## config.mk

```make
export PLATFORM = sky130hd
export DESIGN_NAME = debouncer
export DESIGN_NICKNAME = d
export VERILOG_FILES = /design/src/rtl/debouncer_pkg.sv /design/src/rtl/debouncer_sync_2ff.sv /design/src/rtl/debouncer.sv
export SDC_FILE = /design/constraint.sdc
export NUM_CORES = 1
export LEC_CHECK = 0
export ABC_CLOCK_PERIOD_IN_PS = 4100
export BUFFER_PORTS_ARGS = -buffer_cell sky130_fd_sc_hd__buf_4
export CAP_MARGIN = 20
export CORE_UTILIZATION = 50
export DETAILED_ROUTE_END_ITERATION = 10
export GPL_ROUTABILITY_DRIVEN = 0
export GPL_TIMING_DRIVEN = 0
export PLACE_DENSITY = 0.76
export SLEW_MARGIN = 15
export SYNTH_ARGS = -nofsm -noshare
export SYNTH_HDL_FRONTEND = slang
export SYNTH_SLANG_ARGS = --single-unit
export TNS_END_PERCENT = 5
```

## constraint.sdc

```tcl
create_clock -name Clock -period 4.1 [get_ports Clock]
set_input_delay 1.025 -clock Clock [delete_from_list [all_inputs] [get_ports Clock]]
set_output_delay 1.025 -clock Clock [all_outputs]
set_load 0.005 [all_outputs]
```

## src/rtl/debouncer_pkg.sv

```systemverilog
// Shared types for the debouncer slice: the per-cycle decision taken by the
// stability counter.
package debouncer_pkg;

    typedef enum logic [1:0] {
        ACT_CLEAR,
        ACT_HOLD,
        ACT_COUNT,
        ACT_ACCEPT
    } action_t;

endpackage

```

## src/rtl/debouncer_sync_2ff.sv

```systemverilog
// Two-flop synchronizer that brings the raw switch level into the Clock domain.
module sync_2ff (
    input  logic Clock,
    input  logic Reset,
    input  logic D,
    output logic Q
);

    logic s1;

    // First flop may go metastable; only the second is used downstream.
    always_ff @(posedge Clock) begin
        if (Reset) begin
            s1 <= 1'b0;
            Q  <= 1'b0;
        end else begin
            s1 <= D;
            Q  <= s1;
        end
    end

endmodule

```

## src/rtl/debouncer.sv

```systemverilog
// Switch debouncer: Out follows the synchronized input only after it has
// differed from Out for 2^Width consecutive enabled cycles.
module debouncer
    import debouncer_pkg::*;
#(
    parameter int Width = 20
) (
    input  logic Clock,
    input  logic Reset,
    input  logic Enable,
    input  logic In,
    output logic Out
);

    logic             s2;
    logic [Width-1:0] cnt;
    action_t          action;

    sync_2ff u_sync (
        .Clock (Clock),
        .Reset (Reset),
        .D     (In),
        .Q     (s2)
    );

    // Any cycle where the input agrees with Out restarts the stability window;
    // the all-ones count is consumed by the accept, so the counter never wraps.
    always_comb begin
        action = ACT_HOLD;
        if (s2 == Out) begin
            action = ACT_CLEAR;
        end else if (Enable) begin
            if (cnt == '1) begin
                action = ACT_ACCEPT;
            end else begin
                action = ACT_COUNT;
            end
        end
    end

    always_ff @(posedge Clock) begin
        if (Reset) begin
            cnt <= '0;
            Out <= 1'b0;
        end else begin
            case (action)
                ACT_CLEAR:  cnt <= '0;
                ACT_COUNT:  cnt <= cnt + 1'b1;
                ACT_ACCEPT: begin
                    cnt <= '0;
                    Out <= s2;
                end
                default:    cnt <= cnt;
            endcase
        end
    end

endmodule

```

* Yosys cells after proc, flatten, opt, wreduce, memory -nomap -nowiden
Index checks and enable logic that the tools add are counted.
** Word-level totals
- Register bits after elaboration :: 23
- Bits of input ports :: 4
- Output and inout port bits :: 1
- Word-level logic and storage cells :: 16
** Cells by class
- Add/sub/neg operators :: 1
- Equal/unequal tests :: 4
- Muxes and demuxes :: 4
- Reductions and logical operators :: 3
** Operators with widths (count)
- $pmux 20 s2 :: 1
- $add 20x1->20 const B :: 1
- $eq 20x20->1 const B :: 1
- $eq 2x2->1 const B :: 2
- $mux 2 :: 2
- $logic_not 2->1 :: 1
- $reduce_bool 2->1 :: 1
- $reduce_or 2->1 :: 1
- $eq 1x1->1 :: 1
- $mux 1 :: 1

* Longest topological paths before layout
- Depth after elaboration :: 7
- Mapped depth :: 11
- Gate-level depth less buffers :: 9

* Cells and area by module
From an unflattened synthesis, not the netlist that was laid out.
** Unflattened totals
- Cell total of the unflattened synthesis :: 117
- Area, all modules :: 1066.0 µm²
** By module, submodules not included
- debouncer :: instances 1, cells an instance 113, area each 1013.5 µm², sequential area each 420.4 µm²
- sync_2ff :: instances 1, cells an instance 4, area each 52.6 µm², sequential area each 40.0 µm²

* Least setup slack after synthesis
No wires, ideal clock.
- Path kind :: input -> register
- Start :: input Enable
- End :: register cnt[15]
- Setup time :: 0.070 ns
- Arrival :: 2.463 ns
- Required time :: 4.030 ns
- Slack :: 1.567 ns
- Stages :: 8
- Buffers on the path :: 1
- Path through :: o31ai_1 > and2_1 > ha_1 > and4b_1 > buf_2 > nand3_2 > or3_1 > a21oi_1
** Between the ends
- Longest elaborated chain between the ends :: 5
- Elaborated cells on any way between the ends :: 8
- Classes of those cells :: eq/ne (2); mux (3); reduce/logical (3)
** Ends and longest elaborated chain
- start, declared :: line debouncer.sv:10 : input logic Enable,
- $mux 2 (*) :: line debouncer.sv:32 : end else if (Enable) begin
- $mux 2 (*) :: line debouncer.sv:30 : if (s2 == Out) begin
- $eq 2x2->1 or $logic_not 2->1 (tied branches) :: line debouncer.sv:46 : case (action)
- $reduce_or 2->1 (no line)
- $pmux 20 s2 or $reduce_bool 2->1 (tied branches)
- end signal, assigned :: line debouncer.sv:48 : ACT_COUNT: cnt <= cnt + 1'b1;
- end signal, assigned :: line debouncer.sv:53 : default: cnt <= cnt;
- end, declared :: line debouncer.sv:16 : logic [Width-1:0] cnt;
Every way passes the cells marked *; elsewhere a longest branch is shown, timed or not.
A chain may end at the register's enable or synchronous reset.

* Worst setup path in the final report
- Start :: register cnt[4]
- End :: register cnt[18]
** Between the ends
- Longest elaborated chain between the ends :: 7
- Elaborated cells on any way between the ends :: 11
- Classes of those cells :: add/sub (1); eq/ne (3); mux (4); reduce/logical (3)
** Ends and longest elaborated chain
- $eq 20x20->1 :: line debouncer.sv:33 : if (cnt == '1) begin
- $mux 1 :: line debouncer.sv:33
- $mux 2 :: line debouncer.sv:32
- $mux 2 :: line debouncer.sv:30
- $eq 2x2->1 or $logic_not 2->1 (tied branches) :: line debouncer.sv:46
- $reduce_or 2->1 (no line)
- $pmux 20 s2 or $reduce_bool 2->1 (tied branches)
Parallel ways exist; a longest one is shown, timed or not.

==> impl_metrics.csv <==
group,metric,value,unit
place,hpwl,1.320,mm
critical_path,cp-start-kind,"flop",
critical_path,rr_worst_depth,10,
logic_synthesis,synthCells,117,
clock_network,post-cts-setup-buffers,0,
final_layout,fin_util,58.46,%
logic_synthesis,synthTopCellsByArea,"dfxtp_1 (43%), xor2_1 (8.2%), nor2_1 (4.6%)",
logic_synthesis,ys_warn_count,0,
timing,drv_slew,0,
timing,clock-skew-final,0.007600,ns
global_routing,overflow,0,
clock_network,cts_buffers,3,
logic_synthesis,seq_area_frac_synth,43.14,%
logic_synthesis,yosys.area.top_type,"dfxtp_1",
clock_network,max-clock-path-buffers,2,
power,power,0.0003409,W
floorplanning,start_util,53.85,%
critical_path,crit_required,4.35,ns
logic_synthesis,synth_top_family_by_area,"simple AND/OR/NAND/NOR gates",
floorplanning,dieArea,2323,sq um
detailed_routing,num_vias,825,
place,io_buffer_count,4,
worst_hold_path,worstHoldPathCells,1,
floorplanning,die_h,48.20,um
final_layout,multi_input_area,560.5,sq um
logic_synthesis,yosys.area_share.xor_xnor,9.848,%
final_layout,areaGrowthSynthToFinish,8.558,%
critical_path,crit_fanout,7,
detailed_routing,drt-initial-drc-count,15,
global_routing,grt_pass1_vias,673,
logic_synthesis,synth_compound_area_share,9.379,%
global_routing,grt_max_degree,14,
clock_network,h-tree-depth,1,
logic_synthesis,netlist_area,1067,sq um
logic_synthesis,synth_top_area_share,43.14,%
global_routing,grt_pass1_wl,2.808,mm
final_layout,fin_nets,133,
global_routing,antenna_found_initial,0,
detailed_routing,detail-route-antenna-nets,0,
final_layout,drive_gt1_share,12.00,%
logic_synthesis,ys.flop_type,"dfxtp_1",
timing,report.final.hold_viol_count,0,
floorplanning,ios,5,
timing,period_needed,2.584,ns
global_routing,grt.total_usage,17.94,%
timing,setup_violations,0,
final_layout,ff_latch_area,460.4,sq um
timing,max_slew.worst_pin.slew,0.4328,ns
clock_network,clock_latency,0.31,ns
status,status,"finished, final reports clean",
logic_synthesis,synth_seq_cells,23,
floorplanning,coreArea,1982,sq um
logic_synthesis,synth_edf_count,0,
detailed_routing,vias_per_cell,5.428,
detailed_routing,drc_errors,0,
timing,slew_headroom,71.15,%
logic_synthesis,ys_types,28,
detailed_routing,wl_per_cell,11.72,um
logic_synthesis,synth_nets,124,
detailed_routing,wirelength,1.781,mm
critical_path,arrival,2.83,ns
floorplanning,die_w,48.20,um
clock_network,postCtsHoldBufs,0,
critical_path,endpoint_kind,"flop",
timing,period_share,63.04,%
flow_run,maxCapViolations,0,
logic_synthesis,synth_fa_ha_area_share,3.517,%
worst_hold_path,hold_path.class,"reg2reg",
power,peakVddDrop,0.2898,mV
clock_network,ctsRootBufferMaster,"clkbuf_4",
timing,fin_setup_tns,0,ns
clock_network,path_clk_slew,0.13,ns
clock_network,cts_resized,0,
clock_network,cts_tree,"done",
power,p_leak,0.3949,nW
timing,fmax,0.3869,GHz
clock_network,clock_sinks,23,
final_layout,antenna_cells,0,
critical_path,worstSetupPathType,"reg2reg",
timing,grt_setup_unrepaired,"no",
logic_synthesis,synth.area.mux_share,1.876,%
floorplanning,num_rows,16,
power,powerDensity,294.2,nW/um^2
detailed_routing,drt_pass1_iterations,3,
logic_synthesis,synthArstFlopShare,0,%
logic_synthesis,avgSynthCellArea,9.122,sq um
logic_synthesis,synth-simple-area-share,27.90,%
final_layout,fillers,180,
-- where the power goes --
part / internal, W / switching, W / total (W)
registers: 0.000225 / 0.000000961 / 0.000226
logic: 0.00000474 / 0.00000573 / 0.0000105
clock network: 0.0000364 / 0.0000681 / 0.000105
total: 0.000266 / 0.0000748 / 0.000341
-- area by class of cell --
cell class              count  share of cell area (%)
clock buffers               3                   1.944
inverters                   3                  0.9719
flip-flops and latches     23                   39.74
multi-input cells          85                   48.38
plain buffers               6                   3.024
repair buffers              4                   2.592
clock inverters             1                  0.4320
well taps                  27                   2.916
-- per-stage QoR --
step | worst slack (ns) | hold WS [ns] | instances | instance area, sq um
2_1_floorplan | 1.567 | 0.4138 | 117 | 1067
4_1_cts | 1.510 | 0.4567 | 152 | 1159
5_1_grt | 1.354 | 0.4703 | 152 | 1159
6_report | 1.516 | 0.4535 | 152 | 1159
3_3_place_gp | 1.308 | 0.4187 | 148 | 1131
3_5_place_dp | 1.261 | 0.4309 | 148 | 1131
-- cell families after synthesis --
family | count (synthesis)
fa+ha+maj | 3
simple gates | 50
mux | 2
compound gates | 18
xor+xnor | 12
flops | 23
buf+inv | 9
-- cells in the final DEF (no fill, tap or decap) --
| cell | instances |
|---|---|
| and4b_1 | 1 |
| or4_1 | 2 |
| xnor2_1 | 2 |
| nand4_1 | 7 |
| buf_4 | 5 |
| clkbuf_1 | 3 |
| a21o_1 | 1 |
| a21oi_1 | 8 |
| o31ai_1 | 3 |
| nand2_1 | 6 |
| o21ai_0 | 6 |
| and2_1 | 1 |
| buf_6 | 1 |
| xor2_1 | 10 |
| and4_1 | 3 |
| mux2i_1 | 2 |
| and3b_1 | 1 |
| nor2b_1 | 3 |
| and2_2 | 1 |
| buf_2 | 1 |
| ha_1 | 3 |
| nand3_2 | 2 |
| nand3_1 | 3 |
| nand3_4 | 1 |
| or3_1 | 6 |
| clkinv_2 | 1 |
| clkbuf_4 | 3 |
| inv_1 | 3 |
| nor2_1 | 13 |
| dfxtp_1 | 23 |
-- sequential cells by signal, indices dropped and copies added (netlist names) --
register / cells
u_sync.s1: 1
cnt: 20
Out: 1
u_sync.Q: 1
-- synth_stat cells, types with 6 or more instances --
cell type   n
dfxtp_1    23
nor2_1     13
xor2_1     10
a21oi_1     8
nand4_1     7
nand2_1     6
o21ai_0     6
or3_1       6
-- critical path, cell delays in order, from the launching register on --
cell and delay (ns):
dfxtp_1 0.36, and4_1 0.17, buf_4 0.16, nand4_1 0.12, o31ai_1 0.09, and2_1 0.18, ha_1 0.29, and3b_1 0.37
nand3_2 0.19, or4_1 0.44, a21oi_1 0.14
-- layer usage --
metal | share of wire (%) | vias to the layer above | track usage (%)
met5 | 0 | - | 0
met4 | 2.0 | 0 | 8.333
met3 | 2.0 | 4 | 4.444
met2 | 48 | 6 | 29.60
met1 | 48 | 386 | 21.89
li1 | - | 429 | -
-- worst paths after layout --
path | slack (ns) | start | to
setup / recovery | 1.52 | cnt[4]$_SDFFE_PP0P_ | cnt[18]$_SDFFE_PP0P_
hold / removal | 0.45 | u_sync.s1$_SDFF_PP0_ | u_sync.Q$_SDFF_PP0_
setup reg to reg | 1.52 | cnt[4]$_SDFFE_PP0P_ | cnt[18]$_SDFFE_PP0P_
hold reg to reg | 0.45 | u_sync.s1$_SDFF_PP0_ | u_sync.Q$_SDFF_PP0_
Power figures use the tool's default switching activity.
